**config.mk**
```make
export PLATFORM = sky130hd
export DESIGN_NAME = sub_top_nios2_qsys_0_nios2_oci_dtrace_pack
export DESIGN_NICKNAME = d
export VERILOG_FILES = /design/src/rtl/sub_top_nios2_qsys_0_nios2_oci_dtrace_pack.sv
export SDC_FILE = /design/constraint.sdc
export NUM_CORES = 1
export LEC_CHECK = 0
export CORE_ASPECT_RATIO = 0.8
export CORE_MARGIN = 8
export CORE_UTILIZATION = 51
export DETAILED_ROUTE_END_ITERATION = 7
export GPL_TIMING_DRIVEN = 0
export HOLD_SLACK_MARGIN = 0.15
export MAX_ROUTING_LAYER = met4
export PLACE_DENSITY_LB_ADDON = 0.08
export SLEW_MARGIN = 30
export SYNTH_ARGS = -nofsm -noshare
export SYNTH_HDL_FRONTEND = slang
export SYNTH_SLANG_ARGS = --single-unit
export TNS_END_PERCENT = 1
```
**constraint.sdc**
```tcl
create_clock -name clk -period 3.3 [get_ports clk]
set_input_delay 0.495 -clock clk [delete_from_list [all_inputs] [get_ports clk]]
set_output_delay 0.495 -clock clk [all_outputs]
set_load 0.01 [all_outputs]
```
**src/rtl/sub_top_nios2_qsys_0_nios2_oci_dtrace_pack.sv**
```systemverilog
// Nios II OCI data-trace packer: packs 2-bit atoms into a 15-atom buffer and emits 36-bit trace words.
// Optional DTRACE_DROP_CNT_EN: never back-pressure; discard overflow atoms and count them in drop_count.
module sub_top_nios2_qsys_0_nios2_oci_dtrace_pack (
    input  logic        clk,
    input  logic        reset_n,
    input  logic        atom_valid,
    input  logic [1:0]  atom,
    output logic        atom_ready,
    input  logic        flush,
    output logic [29:0] dct_buffer,
    output logic [3:0]  dct_count,
    output logic        tw_valid,
    input  logic        tw_ready,
    output logic [35:0] tw_data,
    output logic [7:0]  drop_count
);

    localparam int unsigned ATOM_W = 2;
    localparam int unsigned ATOMS  = 15;
    localparam int unsigned BUF_W  = ATOM_W * ATOMS;
    localparam int unsigned CNT_W  = 4;
    localparam int unsigned TYPE_W = 2;
    localparam int unsigned DROP_W = 8;

    localparam logic [TYPE_W-1:0] TYPE_FULL  = 2'b01;
    localparam logic [TYPE_W-1:0] TYPE_FLUSH = 2'b10;

    typedef struct packed {
        logic [TYPE_W-1:0] kind;
        logic [CNT_W-1:0]  count;
        logic [BUF_W-1:0]  buffer;
    } tw_word_t;

    typedef enum logic {
        OUT_EMPTY = 1'b0,
        OUT_HELD  = 1'b1
    } out_state_t;

    out_state_t        out_state_q, out_state_d;
    logic [BUF_W-1:0]  buf_q, buf_d;
    logic [CNT_W-1:0]  cnt_q, cnt_d;
    logic              flush_pend_q, flush_pend_d;
    tw_word_t          tw_q, tw_d;

    logic out_free;
    logic buf_full;
    logic accept;
    logic emit;

    // State registers
    always_ff @(posedge clk or negedge reset_n) begin
        if (!reset_n) begin
            out_state_q  <= OUT_EMPTY;
            buf_q        <= '0;
            cnt_q        <= '0;
            flush_pend_q <= 1'b0;
            tw_q         <= '0;
        end else begin
            out_state_q  <= out_state_d;
            buf_q        <= buf_d;
            cnt_q        <= cnt_d;
            flush_pend_q <= flush_pend_d;
            tw_q         <= tw_d;
        end
    end

    // Next-state: buffer fill, emit into the output register, flush bookkeeping
    always_comb begin
        out_state_d  = out_state_q;
        buf_d        = buf_q;
        cnt_d        = cnt_q;
        flush_pend_d = flush_pend_q;
        tw_d         = tw_q;

        out_free = (out_state_q == OUT_EMPTY) || tw_ready;
        buf_full = (cnt_q == CNT_W'(ATOMS));
        accept   = atom_valid && (!buf_full || out_free);
        emit     = out_free && (buf_full || (flush_pend_q && (cnt_q != '0)));

        if (emit) begin
            tw_d.kind   = buf_full ? TYPE_FULL : TYPE_FLUSH;
            tw_d.count  = cnt_q;
            tw_d.buffer = buf_q;
            out_state_d = OUT_HELD;
            if (accept) begin
                buf_d = BUF_W'(atom);
                cnt_d = CNT_W'(1);
            end else begin
                buf_d = '0;
                cnt_d = '0;
            end
        end else begin
            if (accept) begin
                buf_d = {buf_q[BUF_W-ATOM_W-1:0], atom};
                cnt_d = cnt_q + CNT_W'(1);
            end
            if (tw_ready) begin
                out_state_d = OUT_EMPTY;
            end
        end

        // A flush in the emitting cycle covers atoms accepted alongside it
        if (flush) begin
            flush_pend_d = 1'b1;
        end else if (emit) begin
            flush_pend_d = 1'b0;
        end else if ((cnt_q == '0) && !accept) begin
            flush_pend_d = 1'b0;
        end
    end

`ifdef DTRACE_DROP_CNT_EN
    logic [DROP_W-1:0] drop_q;

    // Saturating count of atoms refused while the buffer is full and stalled
    always_ff @(posedge clk or negedge reset_n) begin
        if (!reset_n) begin
            drop_q <= '0;
        end else if (atom_valid && !accept && (drop_q != {DROP_W{1'b1}})) begin
            drop_q <= drop_q + DROP_W'(1);
        end
    end

    assign atom_ready = 1'b1;
    assign drop_count = drop_q;
`else
    assign atom_ready = !buf_full || out_free;
    assign drop_count = DROP_W'(0);
`endif

    assign dct_buffer = buf_q;
    assign dct_count  = cnt_q;
    assign tw_valid   = (out_state_q == OUT_HELD);
    assign tw_data    = tw_q;

endmodule

```
Word-level counts from Yosys, hierarchy flattened

Index checks and enable logic that the tools add are counted.

Equal/unequal tests: 1
Bitwise operators: 1
Add/sub/neg operators: 1
Reduce and logical (&&, ||, !) cells: 14
Mux-type cells: 12

Operators by type and width:

| kind                  | count |
|---|---|
| $mux W30              | 2 |
| $mux W4               | 2 |
| $mux W1               | 6 |
| $add A4 B1 Y4 const B | 1 |
| $eq A4 B4 Y1 const B  | 1 |
| $logic_and A1 B1 Y1   | 4 |
| $logic_not A4 Y1      | 1 |
| $mux W2               | 2 |
| $reduce_bool A2 Y1    | 2 |
| $reduce_bool A4 Y1    | 1 |
| $logic_or A1 B1 Y1    | 3 |
| $reduce_bool A3 Y1    | 1 |
| $logic_not A1 Y1      | 2 |
| $not A1 Y1            | 1 |

Register bits: 72
Output and inout port bits: 80
Bits of input ports: 7
Word-level logic and storage cells: 36

Longest topological paths before layout

Gate-level depths: netlist of run 1.

Depth after elaboration: 9
Mapped depth: 9
Gate-level depth less buffers: 6

Worst setup path after synthesis of run 1

OpenSTA, ideal clock, no wires.

Path type: register to register
Start point: register cnt_q[0], in the netlist dct_count[0]
End point: register tw_q (netlist bit tw_data[28])
Cell stages (with the launch flop): 9
Setup slack: 1.433 ns
Path buffers: 3
Arrival: 1.742 ns
Cells stage by stage: dfrtp_1 -> ha_1 -> and2_1 -> buf_6 -> o21ai_4 -> nor2_2 -> buf_6 -> buf_6 -> mux2_4

Longest elaborated chain between the ends: 4
Elaborated cells on any way between the ends: 5
Classes of those cells: 1 x eq/ne; 4 x reduce/logical

RTL lines:

| what                   | RTL line | text |
|---|---|---|
| from (decl)            | 41       | `logic [CNT_W-1:0] cnt_q, cnt_d;` |
| from (signal assigned) | 61       | `cnt_q <= cnt_d;` |
| $reduce_bool A4 Y1     | 78       | `emit = out_free && (buf_full \|\| (flush_pend_q && (cnt_q != '0)));` |
| $logic_and A1 B1 Y1    | 78       |  |
| $logic_or A1 B1 Y1 *   | 78       |  |
| $logic_and A1 B1 Y1 *  | 78       |  |
| to (signal assigned)   | 63       | `tw_q <= tw_d;` |
| to (decl)              | 43       | `tw_word_t tw_q, tw_d;` |

Every way passes the cells marked *; elsewhere a longest branch is shown, timed or not.
A chain may end at the register's enable or synchronous reset.

Worst setup path after layout of run 1

Start point: input tw_ready
End point: output atom_ready

Longest elaborated chain between the ends: 2

RTL lines:

| what               | RTL line | text |
|---|---|---|
| from (decl)        | 13       | `input logic tw_ready,` |
| $logic_or A1 B1 Y1 | 75       | `out_free = (out_state_q == OUT_EMPTY) \|\| tw_ready;` |
| $logic_or A1 B1 Y1 | 127      | `assign atom_ready = !buf_full \|\| out_free;` |
| to (decl)          | 8        | `output logic atom_ready,` |

Every way passes these cells.

==> metrics.yaml, run 1 <==
outcome: "finished clean"
setup_violations: 0
criticalPathCategory: "in -> out"
n_antenna_cell: 0
path_delay_family: "buffers and inverters"
cap_violations: 0
numPortBuffers: 78
first_global_vias: 2271
worstHoldEndpoint: "tw_data[35]"
finalWirelength_um: 7070
synth_seq_area_share_pct: 59.2
layout_min_cycle_time_ns: 2.50
tritoncts.num_buffers: 9
hold_path_startpoint: "tw_data[35]"
crit_path_max_incr_delay_ns: 0.48
cts.path.max_buffers: 2
synthTopCellsByCount: "sky130_fd_sc_hd__dfrtp_1, sky130_fd_sc_hd__nand2_1, sky130_fd_sc_hd__a21oi_1"
ys_warn_count: 0
regToRegStartpoint: "dct_count[0]"
grt_setup_unrepaired: "false"
drt_iter0_markers: 70
netlist_top_cells_area: "sky130_fd_sc_hd__dfrtp_1, sky130_fd_sc_hd__mux2_2, sky130_fd_sc_hd__nand2_1"
worst-endpoint-arrival_ns: 2.01
core-area_um2: 5850
critical_path.most_common_cell: "sky130_fd_sc_hd__clkdlybuf4s50_1"
worst_skew_pair.late_latency_ns: 0.34
stdcell_area_um2: 4180
cp-end-kind: "primary output"
die_wd_um: 102
wire_per_inst_um: 15.8
yosysTopAreaCell: "sky130_fd_sc_hd__dfrtp_1"
global_placer_s_final_weighted_congestion: 0.822
netlist_instances: 264
number_of_placed_i_o_pins: 87
async_flop_share_pct: 100
power.static_leakage_nw: 1.88
numClockSinks: 72
length_in_cells_of_the_worst_reg_to_reg_path: 7
synth-seq-cells: 72
drt_drc_violations_left: 0
fmaxAchievable_mhz: 400
synth_cell_type_count: 32
cts.clk_slew.worst_paths_ns: 0.07
finalSetupTns_ns: 0
syn_to_final_growth_pct: 37.3
layout.nets: 371
critPathMaxFanout: 3
overall_track_demand_over_capacity_in_global_routing_pct: 17.4
cts_root_buffer: "sky130_fd_sc_hd__clkbuf_8"
dominantRegCellSynth: "sky130_fd_sc_hd__dfrtp_1"
globalRouteOverflowTotal: 0
min_delay_path_depth: 1
required_time_of_the_critical_path_ns: 2.80
worst_hold_path_type: "reg -> reg"
cts_repair_resize_count: 0
final_max_slew_viol_count: 0
count_of_nets_left_with_antenna_violations_after_detail_routing: 0
die_h_um: 85.1
final_cells: 448
critical_path_cell_sequence: "clkdlybuf4s50_1, nand3b_1, nor2_1, inv_1, clkdlybuf4s50_1"
fin_crit_sh_pct: 75.8
crit_path_top_delay_cell: "sky130_fd_sc_hd__clkdlybuf4s50_1"
final_hold_viol_count: 0
post_drt_via_cell_ratio: 5.12
synth.top_cell.area_share_pct: 59.2
rows: 25
post_synthesis_cell_area_um2: 3040
placed_area_um2: 3970
die_area_um2: 8710
final_layout_size_suffix_gt1_share_pct: 20.2
post-place-cells: 431
grt_pass1_wl_um: 11500
cts.htree.levels: 3
detailed_place_hpwl_um: 5030
floorplan.initialDensity_pct: 52.0
yosys.cell_count.top_type: "sky130_fd_sc_hd__dfrtp_1"
clock-skew-final_ns: 0.00679
grt_start_max_net_pins: 42
cts_tree: "built"
worstReg2RegEnd: "dct_buffer[17]"
synth_area_per_cell_um2: 11.5
detail_route.first_pass.iterations: 4
antenna_found_initial: 0
via_count: 2292
vdd_drop_max_uv: 336
power_density_nw_per_um2: 744
timing.critical_path.from_type: "input port"
worst-r2r-setup-slack_ns: 1.23
critPathBufInv: 3
edff_count_synth: 0
## sequential cells by signal (all words and copies together), names as in the netlist
name	cells
dct_buffer	30
dct_count	4
flush_pend_q	1
tw_data	36
tw_valid	1
## worst register-to-register path, cell delays in order (launching register included)
cell	delay, ns
sky130_fd_sc_hd__dfrtp_1	0.46
sky130_fd_sc_hd__ha_1	0.26
sky130_fd_sc_hd__and2_1	0.17
sky130_fd_sc_hd__buf_6	0.13
sky130_fd_sc_hd__a31oi_1	0.34
sky130_fd_sc_hd__clkbuf_1	0.39
sky130_fd_sc_hd__nand2_1	0.10
sky130_fd_sc_hd__a21oi_1	0.14
## how the worst max path moves through the flow
stage            startpoint  slack (ns)  cells after the start           to
2_1_floorplan  dct_count[0]        1.43                      8  tw_data[28]
3_3_place_gp        reset_n       -0.73                      1  tw_data[13]
3_5_place_dp       tw_ready        0.81                      5   atom_ready
4_1_cts            tw_ready        0.81                      5   atom_ready
5_1_grt            tw_ready        0.72                      5   atom_ready
6_report           tw_ready        0.80                      5   atom_ready
## repair_timing
action / 4_1_cts / 5_1_grt
setup buffers: 0 / 0
hold endpoints to repair: 31 / 0
hold buffers: 1 / 0
## layer usage
layer  global-route usage [%]  vias up  routed length (µm)
li1                         -     1069                   -
met1                     22.0     1130                3230
met5                        -        -                   0
met3                     5.23        8                 505
met2                     25.5       85                3250
met4                     6.91        0                  78
## power breakdown
group,internal [mW],leakage [nW],switching [mW]
registers,1.07,0.972,0.160
clock network,0.389,0.103,0.315
logic,0.646,0.807,0.527
## final cells by class
class	count	area, µm²
Sequential cell	72	1800
Timing Repair Buffer	80	808
Inverter	5	18.8
Fill cell	450	1670
Clock inverter	3	40.0
Multi-Input combinational cell	171	1080
Buffer	23	171
Tap cell	81	101
Clock buffer	13	159
## placed cells by master (no fill, tap or decap), types with 2 or more instances in the layout
cell type,count
sky130_fd_sc_hd__a21oi_1,33
sky130_fd_sc_hd__a22oi_1,2
sky130_fd_sc_hd__a31oi_1,2
sky130_fd_sc_hd__buf_2,5
sky130_fd_sc_hd__buf_4,10
sky130_fd_sc_hd__buf_6,6
sky130_fd_sc_hd__clkbuf_1,5
sky130_fd_sc_hd__clkbuf_8,11
sky130_fd_sc_hd__clkdlybuf4s50_1,77
sky130_fd_sc_hd__clkinv_2,2
sky130_fd_sc_hd__conb_1,8
sky130_fd_sc_hd__dfrtp_1,72
sky130_fd_sc_hd__ha_1,2
sky130_fd_sc_hd__inv_1,5
sky130_fd_sc_hd__mux2_2,29
sky130_fd_sc_hd__mux2_4,4
sky130_fd_sc_hd__nand2_1,63
sky130_fd_sc_hd__nand3_1,2
sky130_fd_sc_hd__nor2_1,3
sky130_fd_sc_hd__o211ai_1,3
sky130_fd_sc_hd__o21ai_0,5
sky130_fd_sc_hd__o31ai_1,2
## per-stage QoR
step | hold slack [ns] | util [%] | setup slack [ns] | power (mW)
after floorplan | 0.199 | - | 1.43 | 1.88
after global placement | 0.474 | 67.6 | -0.727 | 2.40
after detailed placement | 0.459 | 67.9 | 0.814 | 2.44
after CTS | 0.495 | 71.4 | 0.806 | 3.14
after global routing | 0.523 | 71.4 | 0.718 | 3.28
final | 0.490 | 71.4 | 0.797 | 3.11
## logic make-up (layout without fill, tap and decap cells)
family | after synthesis | after routing | synth area share (%)
flip-flops | 72 | 72 | 59.2
other | 1 | 8 | 0.123
AO/OA/AOI/OAI | 53 | 53 | 10.8
multiplexers | 33 | 33 | 12.7
AND/OR/NAND/NOR | 75 | 75 | 10.1
buffers and inverters | 28 | 124 | 6.25
adder cells (fa/ha/maj) | 2 | 2 | 0.822
No activity file was read; power rests on OpenSTA's default activity.
==> run 2: changes to the inputs <==
CORE_UTILIZATION = 47   (was 51)
clock period = 2.6 ns   (was 3.3 ns; I/O delays follow)
==> run 2 against run 1 <==
Sequential power up 27%. Worst setup slack worse by 0.47 ns. Clock-buffer cell count fell by 3. Critical path depth stayed put. Via count shrank 1.4%. Largest power group unchanged.
==> metrics.yaml, run 2 (same netlist as run 1, synthesis figures left out) <==
outcome: "finished clean"  # unchanged
setup_violations: 0  # unchanged
layout_min_cycle_time_ns: 2.27
internal_power_mw: 2.65  # was 2.11 mW
n_antenna_cell: 0  # unchanged
criticalPathCategory: "reg -> out"  # was in -> out
crit_path_end: "atom_ready"  # unchanged
cts_root_buffer: "sky130_fd_sc_hd__clkbuf_8"  # unchanged
grt_pass1_wl_um: 12000  # was 11500 µm
cap_violations: 0  # unchanged
tritoncts.num_buffers: 9  # unchanged
required_time_of_the_critical_path_ns: 2.21  # was 2.80 ns
global_placer_s_final_weighted_congestion: 0.796  # was 0.822
grt_use_met2_pct: 26.3  # was 25.5%
layout.nets: 371  # unchanged
fmaxAchievable_mhz: 441
power_switching_mw: 1.27  # was 1.00 mW
clock-skew-final_ns: 0.00641  # was 0.00679 ns
timing.critical_path.from_type: "flip-flop"  # was input port
final_max_slew_viol_count: 0  # unchanged
fin_util_pct: 66.2  # was 71.4%
first_global_vias: 2333  # was 2271
die_area_um2: 9320  # was 8710 µm²
die_wd_um: 106  # was 102 µm
switching_share_pct: 32.5  # was 32.2%
worst_skew_pair.late_latency_ns: 0.34  # about the same
seqPwrFrac_pct: 39.7  # was 39.6%
count_of_nets_left_with_antenna_violations_after_detail_routing: 0  # unchanged
finalWirelength_um: 7070  # about the same
fin_crit_sh_pct: 87.2
floorplan.initialDensity_pct: 48.2  # was 52.0%
cts.htree.levels: 3  # unchanged
seq_area_um2: 1800  # unchanged
wire_per_inst_um: 15.7  # was 15.8 µm
syn_to_final_growth_pct: 37.3  # about the same
final_layout_size_suffix_gt1_share_pct: 20.7  # was 20.2%
critPathMaxFanout: 7  # was 3
rows: 26  # was 25
use_met3_pct: 5.51  # was 5.23%
cp-end-kind: "primary output"  # unchanged
grt_setup_unrepaired: "false"  # unchanged
worstReg2RegEnd: "dct_buffer[14]"  # was dct_buffer[17]
power_density_nw_per_um2: 937  # was 744 nW/µm²
vdd_drop_max_uv: 371  # was 336 µV
regToRegStartpoint: "dct_count[0]"  # unchanged
worst-r2r-setup-slack_ns: 0.55  # was 1.23 ns
cts.path.max_buffers: 2  # unchanged
final_hold_viol_count: 0  # unchanged
cts.clk_slew.worst_paths_ns: 0.07  # about the same
share_clk_of_total_power_pct: 22.3  # was 22.6%
numClockSinks: 72  # unchanged
numPortBuffers: 78  # unchanged
globalRouteOverflowTotal: 0  # unchanged
most-common-layout-cells: "sky130_fd_sc_hd__clkdlybuf4s50_1, sky130_fd_sc_hd__dfrtp_1, sky130_fd_sc_hd__nand2_1"  # unchanged
drt_iter0_markers: 69  # was 70
grt_use_met1_pct: 19.8  # was 22.0%
power.static_leakage_nw: 1.89  # was 1.88 nW
detailed_place_hpwl_um: 5040  # was 5030 µm
post_drt_via_cell_ratio: 5.01  # was 5.12
drt_drc_violations_left: 0  # unchanged
multi_input_comb_area_um2: 1080  # unchanged
grt_start_max_net_pins: 38  # was 42
largest_reg_flops: 36  # unchanged
length_in_cells_of_the_worst_reg_to_reg_path: 7  # unchanged
cts_tree: "built"  # unchanged
beginning_of_the_critical_path: "dct_count[0]"  # was tw_ready
detail_route.first_pass.iterations: 4  # unchanged
core-area_um2: 6310  # was 5850 µm²
fillers: 525  # was 450
final_common_cell: "sky130_fd_sc_hd__clkdlybuf4s50_1"  # unchanged
worst-endpoint-arrival_ns: 1.88  # was 2.01 ns
overall_track_demand_over_capacity_in_global_routing_pct: 16.7  # was 17.4%
die_h_um: 88.0  # was 85.1 µm
antenna_found_initial: 0  # unchanged
power.combinational.fraction_pct: 38.0  # was 37.7%
cts_repair_resize_count: 0  # unchanged
busiest_layer: "met2"  # unchanged
via_count: 2259  # was 2292
finalSetupTns_ns: 0  # unchanged
number_of_placed_i_o_pins: 87  # unchanged
worst_hold_path_type: "reg -> reg"  # unchanged
==> run 2: area by class of cell <==
type,instances,share of cell area (%)
Clock inverter,6,1.41
Multi-Input combinational cell,171,25.8
Timing Repair Buffer,80,19.3
Tap cell,84,2.51
Sequential cell,72,43.1
Inverter,5,0.449
Clock buffer,10,3.29
Buffer,23,4.10
==> run 2: worst max-delay path, cell delays in order, from the launching register on <==
cell,delay [ns]
sky130_fd_sc_hd__dfrtp_1,0.46
sky130_fd_sc_hd__ha_1,0.23
sky130_fd_sc_hd__nand2_1,0.09
sky130_fd_sc_hd__nor2_1,0.20
sky130_fd_sc_hd__inv_1,0.07
sky130_fd_sc_hd__clkdlybuf4s50_1,0.48
==> run 2: how the worst min path moves through the flow <==
| stage | slack [ns] | cells past startpoint | endpoint | from |
|---|---|---|---|---|
| after floorplan | 0.09 | 0 | dct_buffer[0] | reset_n |
| after global placement | 0.47 | 1 | tw_data[35] | tw_data[35] |
| after detailed placement | 0.38 | 1 | tw_data[32] | reset_n |
| after CTS | 0.50 | 1 | tw_data[35] | tw_data[35] |
| after global routing | 0.52 | 1 | tw_data[23] | tw_data[23] |
| final | 0.49 | 1 | tw_data[35] | tw_data[35] |
==> run 2: layer usage <==
| layer | wire (µm) | share of wire [%] |
|---|---|---|
| met3 | 432 | 6.1 |
| met2 | 3410 | 48 |
| met1 | 3150 | 45 |
| met4 | 80 | 1.1 |
| met5 | 0 | 0 |
==> run 2: repair_timing <==
action / in CTS / in global routing
hold buffers: 1 / 0
setup buffers: 0 / 0
endpoints found under the hold margin: 36 / 0
==> run 2: stage by stage <==
step                      power [mW]  hold slack, ns  worst slack (ns)  instance area, µm²  instances
after floorplan                 2.38          0.0944             0.733                3070        271
after global placement          3.06           0.474             -1.35                3960        433
after detailed placement        3.09           0.384             0.360                3970        434
after CTS                       3.98           0.501             0.297                4180        451
after global routing            4.17           0.523             0.178                4180        451
final                           3.92           0.491             0.332                4180        451
==> run 2: power by group through the flow <==
stage	logic, mW	clock network [mW]	registers (mW)
after floorplan	0.724	0	1.66
after global placement	1.49	0	1.57
after detailed placement	1.51	0	1.58
after CTS	1.51	0.903	1.56
after global routing	1.62	0.944	1.60
final	1.49	0.873	1.56
==> RTL edit 1: new RTL, settings of run 2 <==
Take the reset off `buf_q` and load it in a clocked block of its own.
--- a/src/rtl/sub_top_nios2_qsys_0_nios2_oci_dtrace_pack.sv
+++ b/src/rtl/sub_top_nios2_qsys_0_nios2_oci_dtrace_pack.sv
@@ -52,5 +52,4 @@
         if (!reset_n) begin
             out_state_q  <= OUT_EMPTY;
-            buf_q        <= '0;
             cnt_q        <= '0;
             flush_pend_q <= 1'b0;
@@ -58,9 +57,12 @@
         end else begin
             out_state_q  <= out_state_d;
-            buf_q        <= buf_d;
             cnt_q        <= cnt_d;
             flush_pend_q <= flush_pend_d;
             tw_q         <= tw_d;
         end
+    end
+
+    always_ff @(posedge clk) begin
+        buf_q <= buf_d;
     end
 
Check against the original RTL: not equivalent (Yosys sat finds a counterexample within 4 cycles, from zero or initial values and one cycle with reset_n low).
==> RTL edit 1 against run 2 <==
Synthesized area fell by 1.4%. Routed wire length fell by 9.4%. Total power rose by 54%. Worst setup slack got worse by 0.10 ns. First-iteration DRC count rose by 17%. Cell count fell by 15%. Sequential cell count did not move. Via count fell by 17%. Synthesized cell count fell by 26%. Register-to-register slack got worse by 0.17 ns. Cell area rose by 1.9%. Fmax fell by 4.4%. Global-route usage fell by 1.8 points. Largest power group is now combinational logic.
==> RTL edit 1: results (changes against run 2) <==
Logic synthesis:
- The multiplexer share of the synthesized area is 13.8% (+1.1 points).
- The post-synthesis cell area was 3000 um2 (-1.4%).
- The count of unique library cells instantiated by Yosys is 37 (+16%).
- The synthesized-area fraction occupied by ao, oa, aoi and oai cells was 4.88% (-5.9 points).
- By count the netlist is led by 42 x dfrtp_1, 30 x edfxtp_1, 28 x and2_1.
- The flip-flop cell with the highest count after synthesis is dfrtp_1.
- Yosys attributes the largest share of cell area to dfrtp_1 35%, edfxtp_1 30%, mux2_4 8.5%.
- The mean instance size in the synthesized netlist was 15.4 um2 (+34%).
- The number of enable-type register cells in the synthesized netlist is 30 (+30).
- The fraction of the mapped netlist area in adder cells was 0.834% (+0.011 points).
- The xor/xnor share of the synthesized area is 0% (unchanged).
- The share of synthesized flip-flops with an asynchronous set or reset is 58.3% (-42 points).
- The sequential cell area fraction in the yosys report is 65.0% (+5.8 points).

Critical path:
- The maximum fanout encountered on the critical timing path was 6 (-1).
- Following the worst setup path forward leads to its endpoint at atom_ready.
- The critical path arrival is 1.98 ns (+0.10 ns).
- The worst reg2reg path depth was 9 (+2).
- The setup slack of the most critical reg-to-reg path is 0.38 ns (-0.17 ns).
- The worst register-to-register path ends at dct_buffer[28].

Route:
- The number of optimization iterations in the first detailed-route pass is 4 (unchanged).
- The post-detailed-route via-to-cell ratio is 4.87 (-2.8%).
- The total wire length is 6410 um (-9.4%).
- The number of design-rule violations left by the first detailed-router iteration is 81 (+17%).

Global route:
- The total track usage is 14.9% (-1.8 points).
- The first-pass GRT wire length came to 10400 um (-13%).
- The number of global-route vias before repair came to 2003 (-14%).
- The largest net degree at the start of global routing was 23 (-39%).

Placement:
- The number of cells after detailed placement came to 366 (-16%).
- The placed wire-length estimate after detailed placement was 4610 um (-8.4%).
- The last weighted congestion value of the routability-driven placer is 0.865 (+8.7%).

Worst hold path:
- The tightest min-delay check is of the flop to flop type.

Pwr:
- The leakage power was 1.82 nW (-3.3%).
- The maximum ir drop on the vdd rail was 0.000640 V (+72%).

Final layout:
- The non-filler instance count after layout is 385 (-15%).
- The total number of nets in the final design came to 305 (-18%).
- The share of cells above drive strength 1 is 24.9% (+4.2 points).
- The layout filler cell count is 456 (-13%).

STA:
- The post-route clock skew is 0.0122 ns (+0.00576 ns).

Outcome:
- The flow ran to the end, and the final reports show no timing, DRC or antenna violations.
[RTL edit 1: routing by layer]
layer  GRT usage (%)  part of all wire, %  vias up
met3            5.70                  8.6       10
met2            23.0                   47       72
met5               -                    0        -
li1                -                    -      868
met4            5.81                  1.4        0
met1            17.2                   43      925
[RTL edit 1: worst min-delay path by stage]
| stage | startpoint | endpoint | slack, ns |
|---|---|---|---|
| CTS | tw_data[35] | tw_data[35] | 0.51 |
| detailed placement | reset_n | tw_data[17] | 0.41 |
| finish | tw_data[35] | tw_data[35] | 0.50 |
| floorplan | reset_n | dct_count[0] | 0.09 |
| global placement | tw_data[35] | tw_data[35] | 0.48 |
| global route | tw_data[35] | tw_data[35] | 0.51 |
[RTL edit 1: through the flow]
step | worst slack [ns] | hold slack [ns] | area [um2]
final | 0.227 | 0.499 | 4260
after global routing | 0.150 | 0.509 | 4260
after CTS | 0.124 | 0.506 | 4230
after detailed placement | -0.0167 | 0.407 | 3980
after global placement | -0.627 | 0.480 | 3920
after floorplan | 0.00306 | 0.0944 | 3030
[RTL edit 1: kinds of logic (layout without fill, tap and decap cells)]
logic type / count (synthesis) / count (layout)
flops: 72 / 72
simple gates: 48 / 48
mux: 31 / 31
compound gates: 21 / 21
buf+inv: 20 / 119
fa+ha+maj: 2 / 2
other cells: 1 / 8
[RTL edit 1: timing repair]
item                                    in CTS  in global routing
resized for setup                            0                  0
hold endpoints to repair                    20                  0
hold buffers                                 1                  0
buffers inserted                             0                  2
endpoints found under the setup margin       0                 13
[RTL edit 1: critical path, cell delays in order, from the launching register on]
cell and delay, ns:
dfrtp_1 0.43, ha_1 0.29, nand3_1 0.11, or2_2 0.33
clkdlybuf4s50_1 0.49
[RTL edit 1: area by class of cell]
| cell class | count | area [um2] | area share [%] |
|---|---|---|---|
| timing repair buffer | 83 | 868 | 20.4 |
| tap | 84 | 105 | 2.47 |
| clock buffer | 11 | 141 | 3.32 |
| multi-input combinational | 110 | 935 | 22.0 |
| clock inverter | 5 | 104 | 2.44 |
| sequential | 72 | 1950 | 45.8 |
| inverter | 4 | 15.0 | 0.353 |
| buffer | 16 | 138 | 3.23 |
[RTL edit 1: power by group]
part           switching (mW)  internal, mW
registers               0.353          1.84
logic                    1.10          1.68
clock network           0.411         0.666
total                    1.86          4.19
==> RTL edit 2: new RTL, flow settings as in run 2 <==
Made on the original files. Put one more register stage on the output `dct_count`, with the module's reset. The value now appears one clock later. The other outputs are not delayed to match.
--- a/src/rtl/sub_top_nios2_qsys_0_nios2_oci_dtrace_pack.sv
+++ b/src/rtl/sub_top_nios2_qsys_0_nios2_oci_dtrace_pack.sv
@@ -130,5 +130,11 @@
 
     assign dct_buffer = buf_q;
-    assign dct_count  = cnt_q;
+    always_ff @(posedge clk or negedge reset_n) begin
+        if (!reset_n) begin
+            dct_count <= '0;
+        end else begin
+            dct_count <= cnt_q;
+        end
+    end
     assign tw_valid   = (out_state_q == OUT_HELD);
     assign tw_data    = tw_q;
Check against the original RTL: not equivalent (a bounded check fails within 4 cycles, from zero or initial values and one cycle with reset_n low).
==> RTL edit 2 against run 2 <==
Hold slack lost 0.050 ns. Core utilization shrank 1.4 points. Routed wire length increased by 2.8%. Clock skew up 0.0032 ns. Critical endpoint unchanged. Critical path depth unchanged. Cell area grew 4.3%. Synthesized area rose by 5.0%. Worst setup slack worse by 0.20 ns. Register-to-register slack worse by 0.15 ns. Count of clock-buffer cells in the layout stayed put. Combinational power fell by 13%. Total power decreased by 3.3%. Sequential cell count is 4 higher.
==> RTL edit 2: results (changes against run 2) <==
Outcome:
- The flow ran to the end, and the final reports show no timing, DRC or antenna violations.

Global route:
- The total track usage was 16.1% (-0.62 points).
- The number of global-route vias before repair is 2302 (-1.3%).
- The largest net degree at the start of global routing is 40 (+5.3%).
- The first-pass GRT wire length is 12100 um (+0.97%).

Logic synthesis:
- The sequential cell area fraction in the yosys report is 59.5% (+0.30 points).
- The synthesis warning total is 0 (unchanged).
- In the post-synthesis netlist, the biggest area contributors are dfrtp_1 60%, mux2_4 7.5%, nand2_1 7.0%.
- The xor/xnor share of the synthesized area is 0% (unchanged).
- After synthesis, the most frequently instantiated cells are 76 x dfrtp_1, 60 x nand2_1, 27 x a21oi_1.
- The synthesized-area fraction occupied by ao, oa, aoi and oai cells is 10.3% (-0.51 points).
- The multiplexer share of the synthesized area is 13.5% (+0.80 points).
- The mean instance size in the synthesized netlist is 12.1 um2 (+4.6%).
- The count of unique library cells instantiated by Yosys is 35 (+9.4%).

Placement:
- The setup slack at placement is 0.250 ns (-0.110 ns).
- The last weighted congestion value of the routability-driven placer is 0.814 (+2.3%).
- The placed standard-cell area is 4130 um2 (+3.9%).
- The placed wire-length estimate after detailed placement was 5070 um (+0.68%).
- The number of cells after detailed placement is 438 (+0.92%).

Critical path:
- The maximum fanout encountered on the critical timing path is 6 (-1).
- The maximum single-stage delay on the critical path was 0.56 ns (+0.08 ns).
- The critical path arrival is 2.08 ns (+0.20 ns).

Clock tree:
- The clock transition time at the flip-flop clock pins of the worst setup and hold paths is 0.08 ns.

Route:
- The number of optimization iterations in the first detailed-route pass is 5 (+1).
- The met1 layer wirelength in the final routing was 3320 um (+5.5%).
- The post-detailed-route via-to-cell ratio is 5.02 (+0.13%).
- The number of design-rule violations left by the first detailed-router iteration is 117 (+70%).
- The routed length on met2 is 3280 um (-3.6%).
- The met3 routed wirelength was 546 um (+26%).
- In this run the top signal layer used is met4.
- The wire length per cell after detailed routing is 16.0 um (+1.9%).
- The total wire length was 7270 um (+2.8%).

Pwr:
- The leakage power came to 1.94 nW (+3.1%).
- The maximum ir drop on the vdd rail is 0.000598 V (+61%).

Final layout:
- The total number of nets in the final design is 372 (+0.27%).
- The share of cells above drive strength 1 was 21.5% (+0.76 points).

STA:
- The post-route clock skew was 0.00959 ns (+0.00318 ns).
RTL edit 2: changes by cell type in the layout (fill, tap and decap cells not counted), sizes merged, moves of 3 or more:
| cell | run 2 | this run |
|---|---|---|
| buf | 22 | 18 |
| clkbuf | 13 | 18 |
| clkinv | 5 | 2 |
| dfrtp | 72 | 76 |
| nand2 | 63 | 60 |
| nor2 | 4 | 1 |
| o211ai | 3 | 0 |
RTL edit 2: cell type report:
class                   instances  area, um2
fillers                       565       2360
repair buffers                 80        808
multi-input cells             168       1140
inverters                       4       15.0
well taps                      87        109
clock inverters                 6       88.8
flip-flops and latches         76       1900
plain buffers                  24        169
clock buffers                  10        128
RTL edit 2: what timing repair did:
item / in CTS / in global routing
gates resized for setup: 0 / 3
hold buffers: 1 / 0
endpoints found under the setup margin: 0 / 1
endpoints found under the hold margin: 38 / 0
RTL edit 2: routing by layer:
| layer | vias up | track usage [%] |
|---|---|---|
| met5 | - | - |
| met4 | 0 | 5.65 |
| met3 | 14 | 5.06 |
| met2 | 80 | 22.7 |
| met1 | 1111 | 21.2 |
| li1 | 1077 | - |
RTL edit 2: power by group through the flow:
stage	combinational (mW)	clock, mW	sequential, mW
floorplan	0.720	0	1.58
global placement	1.30	0	1.53
detailed placement	1.31	0	1.54
CTS	1.32	1.00	1.52
global route	1.40	1.04	1.55
finish	1.30	0.974	1.51
RTL edit 2: final timing paths:
check / start / to / slack (ns) / cells after the start
worst max-delay path: cnt_q[1] / atom_ready / 0.13 / 5
min in group asynchronous: reset_n / tw_data[22] / 0.54 / 2
worst min register to register: cnt_q[3] / dct_count[3] / 0.44 / 0
worst max register to register: cnt_q[1] / tw_data[31] / 0.40 / 7
worst min-delay path: cnt_q[3] / dct_count[3] / 0.44 / 0
max in group asynchronous: reset_n / cnt_q[0] / 1.47 / 3
